--- src/rtl/mem_lsu.sv ---
// rtl/mem_lsu.sv - load/store unit with bus handshake FSM, lane alignment, split beats and timeout
//
// Purpose: replaces the combinational MEM stage. Memory ops are run on the data
// bus through a request/acknowledge FSM (IDLE, REQ0, REQ1, DONE); non-memory ops
// pass straight through to MEM/WB.
// Optional feature macro: MISALIGN_SPLIT_EN (defined: misaligned accesses are
// split into two word beats; undefined: they are flagged and not issued).
//
// Ports:
//   clk, rst                    clock, asynchronous active-high reset
//   waddr_i, we_i, wdata_i      writeback request from EX
//   mem_addr_i, mem_aluop_i     byte address and operation
//   rt_data_i                   store data
//   waddr_o, we_o, wdata_o      writeback to MEM/WB
//   mem_stallreq                pipeline hold while an access is in flight
//   bus_req, bus_we, bus_addr,
//   bus_be, bus_wdata           registered bus request
//   bus_ack, bus_rdata          one-cycle completion and read word
//   misalign_o                  one-cycle pulse, misaligned access (unsplit build)
//   bus_err_o                   one-cycle pulse, ack timeout abort
module mem_lsu #(
    parameter int XLEN       = 32,
    parameter int REG_ADDR_W = 5,
    parameter int ALUOP_W    = 8,
    parameter int TIMEOUT    = 0
) (
    input  logic                  clk,
    input  logic                  rst,
    input  logic [REG_ADDR_W-1:0] waddr_i,
    input  logic                  we_i,
    input  logic [XLEN-1:0]       wdata_i,
    input  logic [XLEN-1:0]       mem_addr_i,
    input  logic [ALUOP_W-1:0]    mem_aluop_i,
    input  logic [XLEN-1:0]       rt_data_i,
    output logic [REG_ADDR_W-1:0] waddr_o,
    output logic                  we_o,
    output logic [XLEN-1:0]       wdata_o,
    output logic                  mem_stallreq,
    output logic                  bus_req,
    output logic                  bus_we,
    output logic [XLEN-1:0]       bus_addr,
    output logic [XLEN/8-1:0]     bus_be,
    output logic [XLEN-1:0]       bus_wdata,
    input  logic                  bus_ack,
    input  logic [XLEN-1:0]       bus_rdata,
    output logic                  misalign_o,
    output logic                  bus_err_o
);
    localparam int NB    = XLEN / 8;
    localparam int OFF_W = $clog2(NB);
    localparam int CNT_W = (TIMEOUT > 1) ? $clog2(TIMEOUT + 1) : 1;
`ifdef MISALIGN_SPLIT_EN
    localparam bit SPLIT = 1'b1;
`else
    localparam bit SPLIT = 1'b0;
`endif

    localparam logic [ALUOP_W-1:0] EXE_LB_OP  = ALUOP_W'(8'b1110_0000);
    localparam logic [ALUOP_W-1:0] EXE_LH_OP  = ALUOP_W'(8'b1110_0001);
    localparam logic [ALUOP_W-1:0] EXE_LW_OP  = ALUOP_W'(8'b1110_0011);
    localparam logic [ALUOP_W-1:0] EXE_LBU_OP = ALUOP_W'(8'b1110_0100);
    localparam logic [ALUOP_W-1:0] EXE_LHU_OP = ALUOP_W'(8'b1110_0101);
    localparam logic [ALUOP_W-1:0] EXE_SB_OP  = ALUOP_W'(8'b1110_1000);
    localparam logic [ALUOP_W-1:0] EXE_SH_OP  = ALUOP_W'(8'b1110_1001);
    localparam logic [ALUOP_W-1:0] EXE_SW_OP  = ALUOP_W'(8'b1110_1011);

    typedef enum logic [1:0] {IDLE, REQ0, REQ1, DONE} state_t;

    state_t              state_q, state_d;
    logic                bus_req_q, bus_req_d;
    logic                bus_we_q, bus_we_d;
    logic [XLEN-1:0]     bus_addr_q, bus_addr_d;
    logic [NB-1:0]       bus_be_q, bus_be_d;
    logic [XLEN-1:0]     bus_wdata_q, bus_wdata_d;
    logic [2*XLEN-1:0]   rbuf_q, rbuf_d;
    logic [CNT_W-1:0]    cnt_q, cnt_d;
    logic                misalign_q, misalign_d;
    logic                bus_err_q, bus_err_d;
    logic                abort_q, abort_d;

    logic                is_load, is_store, is_mem, sz_b, sz_h, sz_w, sign_ext;
    logic [OFF_W-1:0]    off;
    logic                misaligned, crosses, timed_out;
    logic [2*NB-1:0]     mask, be_win;
    logic [2*XLEN-1:0]   wdata_win;
    logic [XLEN-1:0]     word_addr, load_shift, load_val;

    always_comb begin
        is_load  = 1'b0;
        is_store = 1'b0;
        sz_b     = 1'b0;
        sz_h     = 1'b0;
        sz_w     = 1'b0;
        sign_ext = 1'b0;
        case (mem_aluop_i)
            EXE_LB_OP:  begin is_load  = 1'b1; sz_b = 1'b1; sign_ext = 1'b1; end
            EXE_LH_OP:  begin is_load  = 1'b1; sz_h = 1'b1; sign_ext = 1'b1; end
            EXE_LW_OP:  begin is_load  = 1'b1; sz_w = 1'b1; end
            EXE_LBU_OP: begin is_load  = 1'b1; sz_b = 1'b1; end
            EXE_LHU_OP: begin is_load  = 1'b1; sz_h = 1'b1; end
            EXE_SB_OP:  begin is_store = 1'b1; sz_b = 1'b1; end
            EXE_SH_OP:  begin is_store = 1'b1; sz_h = 1'b1; end
            EXE_SW_OP:  begin is_store = 1'b1; sz_w = 1'b1; end
            default: ;
        endcase
    end

    // Byte lanes and store data live in a two-word window: the low word is
    // beat 0, the high word is beat 1 when the access crosses a word boundary.
    always_comb begin
        is_mem     = is_load | is_store;
        off        = mem_addr_i[OFF_W-1:0];
        misaligned = (sz_h && off[0]) || (sz_w && (off != '0));
        mask       = sz_b ? (2*NB)'(1) : sz_h ? (2*NB)'(3) : sz_w ? (2*NB)'(4'hF) : '0;
        be_win     = mask << off;
        wdata_win  = {{XLEN{1'b0}}, rt_data_i} << {off, 3'b000};
        crosses    = |be_win[2*NB-1:NB];
        word_addr  = {mem_addr_i[XLEN-1:OFF_W], {OFF_W{1'b0}}};
        load_shift = XLEN'(rbuf_q >> {off, 3'b000});
        if (sz_b) begin
            load_val = {{(XLEN-8){sign_ext & load_shift[7]}}, load_shift[7:0]};
        end else if (sz_h) begin
            load_val = {{(XLEN-16){sign_ext & load_shift[15]}}, load_shift[15:0]};
        end else begin
            load_val = load_shift;
        end
        timed_out  = (TIMEOUT != 0) && (cnt_q == CNT_W'(TIMEOUT - 1));
    end

    always_comb begin
        state_d     = state_q;
        bus_req_d   = bus_req_q;
        bus_we_d    = bus_we_q;
        bus_addr_d  = bus_addr_q;
        bus_be_d    = bus_be_q;
        bus_wdata_d = bus_wdata_q;
        rbuf_d      = rbuf_q;
        cnt_d       = cnt_q;
        abort_d     = abort_q;
        misalign_d  = 1'b0;
        bus_err_d   = 1'b0;
        case (state_q)
            IDLE: begin
                if (is_mem) begin
                    cnt_d   = '0;
                    abort_d = 1'b0;
                    if (misaligned && !SPLIT) begin
                        // Unsplit build: flag it and finish without touching the bus.
                        state_d    = DONE;
                        misalign_d = 1'b1;
                        abort_d    = 1'b1;
                    end else begin
                        state_d     = REQ0;
                        bus_req_d   = 1'b1;
                        bus_we_d    = is_store;
                        bus_addr_d  = word_addr;
                        bus_be_d    = be_win[NB-1:0];
                        bus_wdata_d = wdata_win[XLEN-1:0];
                    end
                end
            end
            REQ0: begin
                if (bus_ack) begin
                    rbuf_d[XLEN-1:0] = bus_rdata;
                    cnt_d            = '0;
                    if (SPLIT && crosses) begin
                        state_d     = REQ1;
                        bus_addr_d  = word_addr + XLEN'(NB);
                        bus_be_d    = be_win[2*NB-1:NB];
                        bus_wdata_d = wdata_win[2*XLEN-1:XLEN];
                    end else begin
                        state_d   = DONE;
                        bus_req_d = 1'b0;
                    end
                end else if (timed_out) begin
                    state_d   = DONE;
                    bus_req_d = 1'b0;
                    bus_err_d = 1'b1;
                    abort_d   = 1'b1;
                end else begin
                    cnt_d = cnt_q + 1'b1;
                end
            end
`ifdef MISALIGN_SPLIT_EN
            REQ1: begin
                if (bus_ack) begin
                    rbuf_d[2*XLEN-1:XLEN] = bus_rdata;
                    state_d               = DONE;
                    bus_req_d             = 1'b0;
                end else if (timed_out) begin
                    state_d   = DONE;
                    bus_req_d = 1'b0;
                    bus_err_d = 1'b1;
                    abort_d   = 1'b1;
                end else begin
                    cnt_d = cnt_q + 1'b1;
                end
            end
`endif
            DONE:    state_d = IDLE;
            default: state_d = IDLE;
        endcase
    end

    always_ff @(posedge clk or posedge rst) begin
        if (rst) begin
            state_q     <= IDLE;
            bus_req_q   <= 1'b0;
            bus_we_q    <= 1'b0;
            bus_addr_q  <= '0;
            bus_be_q    <= '0;
            bus_wdata_q <= '0;
            rbuf_q      <= '0;
            cnt_q       <= '0;
            abort_q     <= 1'b0;
            misalign_q  <= 1'b0;
            bus_err_q   <= 1'b0;
        end else begin
            state_q     <= state_d;
            bus_req_q   <= bus_req_d;
            bus_we_q    <= bus_we_d;
            bus_addr_q  <= bus_addr_d;
            bus_be_q    <= bus_be_d;
            bus_wdata_q <= bus_wdata_d;
            rbuf_q      <= rbuf_d;
            cnt_q       <= cnt_d;
            abort_q     <= abort_d;
            misalign_q  <= misalign_d;
            bus_err_q   <= bus_err_d;
        end
    end

    // Writeback: zero while stalled so nothing partial is forwarded; in DONE a
    // load returns the extracted value unless it was aborted.
    always_comb begin
        mem_stallreq = !rst && is_mem && (state_q != DONE);
        waddr_o      = waddr_i;
        we_o         = we_i;
        wdata_o      = wdata_i;
        if (rst) begin
            waddr_o = '0;
            we_o    = 1'b0;
            wdata_o = '0;
        end else if (mem_stallreq) begin
            we_o    = 1'b0;
            wdata_o = '0;
        end else if (state_q == DONE) begin
            if (abort_q) begin
                we_o = 1'b0;
            end
            if (is_load) begin
                wdata_o = abort_q ? '0 : load_val;
            end
        end
    end

    assign bus_req    = bus_req_q;
    assign bus_we     = bus_we_q;
    assign bus_addr   = bus_addr_q;
    assign bus_be     = bus_be_q;
    assign bus_wdata  = bus_wdata_q;
    assign misalign_o = SPLIT ? 1'b0 : misalign_q;
    assign bus_err_o  = bus_err_q;
endmodule

--- config.mk ---
export PLATFORM = sky130hd
export DESIGN_NAME = mem_lsu
export DESIGN_NICKNAME = d
export VERILOG_FILES = /design/src/rtl/mem_lsu.sv
export SDC_FILE = /design/constraint.sdc
export NUM_CORES = 1
export LEC_CHECK = 0
export ABC_AREA = 0
export CAP_MARGIN = 20
export CORE_ASPECT_RATIO = 1.1
export CORE_MARGIN = 5
export CORE_UTILIZATION = 31
export CTS_CLUSTER_DIAMETER = 30
export DETAILED_ROUTE_END_ITERATION = 8
export HOLD_SLACK_MARGIN = 0.02
export PLACE_DENSITY = 0.69
export SLEW_MARGIN = 20
export SYNTH_ARGS = -nofsm -noshare
export SYNTH_HDL_FRONTEND = slang
export SYNTH_SLANG_ARGS = --single-unit
--- constraint.sdc ---
create_clock -name clk -period 18.5 [get_ports clk]
set_input_delay 4.625 -clock clk [delete_from_list [all_inputs] [get_ports clk]]
set_output_delay 4.625 -clock clk [all_outputs]
set_load 0.005 [all_outputs]
### Word level (Yosys, flattened, before mapping)

Index checks and enable logic that the tools add are counted.

| word-level totals | value |
|---|---|
| bits in registers | 104 |
| input bits | 145 |
| output and inout port bits | 111 |
| logic and storage cells | 82 |

| cells by class | value |
|---|---|
| eq/ne operators | 14 |
| shift-type cells | 3 |
| mux-type cells | 32 |
| bitwise logic cells | 4 |
| reduce and logical (&&, ||, !) cells | 20 |

Operator list:

| cell | number |
|---|---|
| 32-bit 2-to-1 mux | 7 |
| 8-bit == test, second input constant | 8 |
| 32-bit by 5-bit left shift with 32-bit output | 1 |
| 32-bit by 5-bit right shift with 32-bit output | 1 |
| 1-bit 2-to-1 mux | 16 |
| 4-bit 2-to-1 mux | 3 |
| 3-bit OR reduction | 3 |
| 2-bit != test, second input constant | 4 |
| 2-bit 2-to-1 mux | 3 |
| 2-bit AND reduction | 3 |
| 5-bit 2-to-1 mux | 1 |
| 5-bit OR reduction | 1 |
| 1-bit logical AND | 4 |
| 2-bit case mux with 2 select lines | 1 |
| 4-bit AND reduction | 1 |
| 2-bit nonzero test | 2 |
| 2-bit OR reduction | 2 |
| 4-bit by 2-bit left shift with 4-bit output | 1 |
| 3-bit AND reduction | 1 |
| 1-bit AND | 2 |
| 2-bit by 1-bit == test with 1-bit output, second input constant | 1 |
| 2-bit == test, second input constant | 1 |
| 2-bit zero test | 1 |
| 1-bit case mux with 2 select lines | 1 |
| other kinds (4) | 4 |

### Depth between registers and ports, before layout

Gate-level depths: netlist of the first run.

| depth | value |
|---|---|
| word-level depth | 11 |
| gate-level depth with buffers | 7 |
| mapped depth without buffers | 4 |

### Worst setup path after synthesis of the first run

No wires, ideal clock.

| timing path | value |
|---|---|
| path kind | in2out |
| from | input rst |
| to | output wdata_o[30] |
| arrival time | 8.564 ns |
| required time | 13.875 ns |
| setup slack | 5.311 ns |
| cell stages on the path | 4 |
| buffers on the path | 1 |
| cells stage by stage | inv_2 > clkbuf_1 > a32oi_1 > a22oi_1 |

| between the ends | value |
|---|---|
| longest elaborated chain between the ends | 5 |

Ends and longest elaborated chain:

| what | RTL line | text |
|---|---|---|
| start, declared | 28 | `input logic rst,` |
| 1-bit zero test | 236 | `mem_stallreq = !rst && is_mem && (state_q != DONE);` |
| 1-bit logical AND (2 in a row) | 236 |  |
| 32-bit 2-to-1 mux | 244 | `end else if (mem_stallreq) begin` |
| 32-bit 2-to-1 mux (*) | 240 | `if (rst) begin` |
| end, declared | 37 | `output logic [XLEN-1:0] wdata_o,` |

Mark *: on every way between the ends. The rest lies on a longest branch, timed or not.

### Final worst setup path of the first run

| timing path | value |
|---|---|
| from | input mem_aluop_i[1] |
| to | output wdata_o[24] |

| between the ends | value |
|---|---|
| longest elaborated chain between the ends | 11 |
| elaborated cells between the ends (all ways) | 30 |
| those cells by class | eq/ne (8); mux (12); bitwise (3); reduce/logical (7) |

Ends and longest elaborated chain:

| what | RTL line | text |
|---|---|---|
| start, declared | 33 | `input logic [ALUOP_W-1:0] mem_aluop_i,` |
| 8-bit == test | 95 | `case (mem_aluop_i)` |
| 2-bit OR reduction (no source line) | n/a |  |
| 1-bit 2-to-1 mux | 95 |  |
| 1-bit AND | 123 | `load_val = {{(XLEN-16){sign_ext & load_shift[15]}}, load_shift[15:0]};` |
| 32-bit 2-to-1 mux | 122 | `end else if (sz_h) begin` |
| 32-bit 2-to-1 mux | 120 | `if (sz_b) begin` |
| 32-bit 2-to-1 mux | 252 | `wdata_o = abort_q ? '0 : load_val;` |
| 32-bit 2-to-1 mux | 251 | `if (is_load) begin` |
| 32-bit 2-to-1 mux | 247 | `end else if (state_q == DONE) begin` |
| 32-bit 2-to-1 mux (*) | 244 |  |
| 32-bit 2-to-1 mux (*) | 240 |  |

Marks and branches as above.

==> reports/qor.yml, run 1 <==
cts_sinks: 104
ys_ff_latch: 104
core_sq_mm: 0.0185
drive_gt1_share_pct: 17.4
p_clk_share_pct: 21.2
fp.dieH_microns: 155
criticalPathCategory: "in2out"
power.switching_mw: 0.292
p_int_mw: 0.657
rsz0062_at_grt: "no"
fin_cells: 1012
postSynthCellCount: 536
hold_viol: 0
slew_violations: 0
ys_seq_area_share_pct: 44.2
power_leakage_nw: 3.79
setup_viol: 0
synth_top_cell_by_area: "dfrtp_1"
critical_path.top_delay_family: "buffers and inverters"
worstSetupEndpointType: "primary output"
cp_slowest_cell: "clkdlybuf4s50_1"
worst_ep_required_time_ns: 13.88
grt_pass1_wl_mm: 30.0
slowest_delay_ns: 0.86
yosysTopAreaCellShare_pct: 44.2
cts.repair.resized: 0
clkLatencyLatePin_ns: 0.35
async_flop_share_pct: 100
reg2reg_slack_ns: 16.31
die_area_sq_mm: 0.0219
synth.distinct_cells: 48
drcViolationCount: 0
cp_max_fo: 16
cp.depth: 6
post-place-cells: 996
worstHoldPathType: "reg2reg"
synth_edf_count: 0
grt_pass1_vias: 5173
crit_buf_inv: 2
place.detailed.hpwl_mm: 14.8
firstDrtPassIters: 5
multi_input_area_sq_mm: 0.00301
cts_buffers: 9
io_buffers: 252
vias: 5151
p_per_area_mw_per_mm2: 107
synth_ff_type: "dfrtp_1"
htree_num_levels: 3
diodes: 0
grt_max_degree: 64
gp_congestion: 0.821
fin_tns_setup_ns: 0
maxSlewHeadroom_pct: 32.1
yosysMostFrequentCell: "dfrtp_1"
worst_pin_slew_ns: 1.01
combPwrFrac_pct: 38.1
syn2layout_area_growth_pct: 50.4
ant_nets: 0
fmax_ghz: 0.0812
nNetsFinal: 909
yosys-top-cells-count: "104 x dfrtp_1, 88 x mux2_2, 50 x nand2_1, 39 x mux2i_1, 26 x a21oi_1"
fillers: 1753
cts_tree: "yes"
crit_path_frequent_cell: "clkdlybuf4s50_1"
drt_first_iter_violations: 280
start_util_pct: 31.8
root_buffer: "clkbuf_16"
clk_path_buf_depth: 2
wl_per_cell_microns: 19.4
cts_setup_buffers: 0
min_period_over_period_pct: 66.6
worstHoldPathCells: 1
crit_path_cell_trace: "clkdlybuf4s50_1 > a211o_1 > a21o_1 > nand4_1 > a22oi_1 > clkdlybuf4s50_1"
r2r-start: "state_q[0]"
overflow: 0
arrival_ns: 7.69
synth_area_leaders: "dfrtp_1 44%, mux2_2 17%, mux2i_1 6.6%"
min_period_ns: 12.32
grt_use_total_pct: 17.6
outcome: "finished clean"
seq_power_share_pct: 40.8
swShare_pct: 30.8
post_drt_via_cell_ratio: 5.09
clkTransAtPathRegs_ns: 0.08
fin_skew_ns: 0.00814
antenna_found_initial: 0
rows: 52
seqCellArea_sq_mm: 0.00260
io_pins: 256
worstHoldStart: "bus_wdata[10]"
crit_path_start: "mem_aluop_i[1]"
ys_warn_count: 0
syn_avg_cell_area_sq_um: 11.0
routed_wl_mm: 19.6
cp-start-kind: "input pin"
vdd_drop_max_mv: 0.0491
die_x_microns: 141
syn_area_sq_mm: 0.00589
r2r_cells: 4
hold_buffers: 0
drv_cap: 0
-- flip-flops by register name, summed over array words and instances, names as in the netlist --
signal	count
bus_wdata	32
rbuf_q	32
bus_addr	30
bus_be	4
state_q	2
abort_q	1
bus_req	1
bus_we	1
misalign_o	1
-- final timing paths --
path / to
setup / recovery: wdata_o[24]
hold / removal: bus_wdata[10]
min in group asynchronous: state_q[0]
setup reg to reg: bus_wdata[19]
max in group asynchronous: rbuf_q[23]
hold reg to reg: bus_wdata[10]
-- cell type report --
type / instances / area share (%)
Clock inverter: 7 / 0.960
Clock buffer: 9 / 2.54
Multi-Input combinational cell: 372 / 33.9
Tap cell: 243 / 3.43
Inverter: 17 / 0.748
Sequential cell: 104 / 29.4
Timing Repair Buffer: 260 / 29.0
-- power groups by stage --
stage	logic, mW	registers (mW)	clock network (mW)
after global routing	0.391	0.399	0.217
after floorplan	0.169	0.372	0
after CTS	0.366	0.388	0.209
after detailed placement	0.365	0.392	0
after global placement	0.360	0.390	0
final	0.362	0.387	0.201
-- stage by stage --
step | worst slack, ns | cell area [sq um] | total power, mW | utilization (%) | hold WS, ns
detailed placement | 6.21 | 8550 | 0.756 | 46.1 | 0.492
floorplan | 5.31 | 5900 | 0.541 | - | 0.475
CTS | 6.23 | 8860 | 0.963 | 47.8 | 0.509
finish | 6.18 | 8860 | 0.949 | 47.8 | 0.506
global placement | 6.24 | 8550 | 0.750 | 46.1 | 0.487
global route | 5.99 | 8860 | 1.01 | 47.8 | 0.515
-- metal layers --
metal / vias up / routed length, microns / GRT usage (%)
li1: 2433 / - / -
met1: 2440 / 8040 / 22.3
met2: 259 / 9450 / 29.3
met3: 19 / 1820 / 5.19
met4: 0 / 332 / 4.84
met5: - / 0 / 0
-- logic make-up after synthesis --
group	synth area share, %
AO/OA/AOI/OAI	15.0
buffers and inverters	5.10
flip-flops	44.2
AND/OR/NAND/NOR	9.03
other	0.0637
multiplexers	26.6
-- placed cells by master (no fill, tap or decap), types with 2 or more instances in the layout --
master,count
a21oi_1,26
clkdlybuf4s50_1,250
a21o_1,2
clkinvlp_4,2
nor2_1,18
o32ai_1,7
nor3_1,4
o2111ai_1,9
a22oi_1,24
a31oi_1,2
mux2i_1,39
mux2_2,88
o21ai_0,10
buf_2,2
a211oi_1,9
dfrtp_1,104
conb_1,3
nand2_1,50
nand3_1,9
inv_1,16
nor2b_1,22
o22ai_1,8
clkbuf_16,9
buf_4,8
mux2_4,11
inv_8,2
a32oi_1,9
(Power assumes the default switching activity.)
==> run 2: changes to the inputs <==
clock period = 11.5 ns   (was 18.5 ns; I/O delays follow)
==> run 2 against run 1 <==
Net effect:
- combinational power is 60% higher
- largest cell class unchanged
- largest power group unchanged
- worst hold slack got worse by 0.0014 ns
- highest routed layer unchanged
- sequential power rose by 61%
==> reports/qor.yml, run 2 (synthesis gave the netlist of run 1 again) <==
outcome: "finished clean"
clkTransAtPathRegs_ns: 0.07
clkLatencyLatePin_ns: 0.34
drv_cap: 0
arrival_ns: 5.88
holdWs_ns: 0.505
final_cell_mix: "250 x clkdlybuf4s50_1, 104 x dfrtp_1, 88 x mux2_2"
hold_buffers: 0
fin_tns_setup_ns: 0
slew_violations: 0
r2r_cells: 4
worstHoldPathCells: 1
post_drt_via_cell_ratio: 5.10
power_leakage_nw: 3.78
routed_wl_mm: 19.5
cts.repair.resized: 0
min_period_over_period_pct: 76.1
wl_per_cell_microns: 19.3
cts_buffers: 9
htree_num_levels: 3
cp-start-kind: "input pin"
worst_pin_slew_ns: 1.07
power_mw: 1.52
vdd_drop_max_mv: 0.0697
worstSetupEndpointType: "primary output"
core_sq_mm: 0.0185
grt_use_total_pct: 17.4
p_per_area_mw_per_mm2: 172
crit_path_frequent_cell: "clkdlybuf4s50_1"
place_ws_ns: 2.81
die_area_sq_mm: 0.0219
min_period_ns: 8.75
diodes: 0
rsz0062_at_grt: "no"
place.detailed.hpwl_mm: 14.7
fin_cells: 1012
fin_area_sq_mm: 0.00885
slowest_delay_ns: 0.84
antenna_found_initial: 0
worst_ep_required_time_ns: 8.63
cts_tree: "yes"
clk_path_buf_depth: 2
setup_viol: 0
grt_pass1_vias: 5250
worst_slack_ns: 2.75
grt_pass1_wl_mm: 29.7
start_util_pct: 31.8
fin_skew_ns: 0.00432
die_x_microns: 141
crit_path_cell_trace: "clkdlybuf4s50_1 > a211o_1 > a21o_1 > nand4_1 > a22oi_1 > clkdlybuf4s50_1"
finalCoreUtilization_pct: 47.7
cp_max_fo: 16
io_buffers: 252
vias: 5157
io_pins: 256
fmax_ghz: 0.114
drt_first_iter_violations: 330
drcViolationCount: 0
cp_slowest_cell: "clkdlybuf4s50_1"
fillers: 1759
criticalPathCategory: "in2out"
root_buffer: "clkbuf_16"
overflow: 0
ant_nets: 0
mostFrequentLayoutCell: "clkdlybuf4s50_1"
maxSlewHeadroom_pct: 28.4
rows: 52
gp_congestion: 0.840
place_area_sq_mm: 0.00855
nNetsFinal: 909
worstHoldPathType: "reg2reg"
firstDrtPassIters: 6
cts_sinks: 104
grt_max_degree: 69
post-place-cells: 996
hold_viol: 0
drive_gt1_share_pct: 17.0
cts_setup_buffers: 0
fp.dieH_microns: 155
syn2layout_area_growth_pct: 50.2
run 2: where the power goes:
group,leakage [nW],total (mW),internal (mW),switching [mW]
registers,1.30,0.624,0.513,0.111
logic,2.34,0.581,0.371,0.210
clock network,0.141,0.312,0.172,0.141
run 2: worst paths after layout:
| check | to | startpoint | slack, ns |
|---|---|---|---|
| worst max-delay path | wdata_o[20] | mem_aluop_i[1] | 2.75 |
| worst min-delay path | bus_addr[12] | bus_addr[12] | 0.51 |
| worst max register to register | bus_addr[13] | state_q[1] | 9.49 |
| worst min register to register | bus_addr[12] | bus_addr[12] | 0.51 |
| max in group asynchronous | bus_wdata[1] | rst | 6.51 |
| min in group asynchronous | rbuf_q[19] | rst | 3.46 |
run 2: cell type report:
cell class	count	area (sq um)	share of cell area [%]
Sequential cell	104	2600	29.4
Tap cell	243	304	3.44
Inverter	17	66.3	0.750
Timing Repair Buffer	260	2570	29.1
Clock inverter	5	63.8	0.721
Multi-Input combinational cell	372	3000	34.0
Clock buffer	11	233	2.63
run 2: metal layers:
metal  vias to the layer above  GRT usage, %  share of wire (%)
li1                       2423             -                  -
met1                      2444          21.3                 41
met2                       252          28.6                 47
met3                        38          4.66                8.6
met4                         0          7.77                3.4
met5                         -             0                  0
run 2: worst max-delay path, delay by kind of cell:
| family | cells | cell delay [ns] |
|---|---|---|
| buf+inv | 2 | 1.40 |
| compound gates | 3 | 0.96 |
| simple gates | 1 | 0.64 |
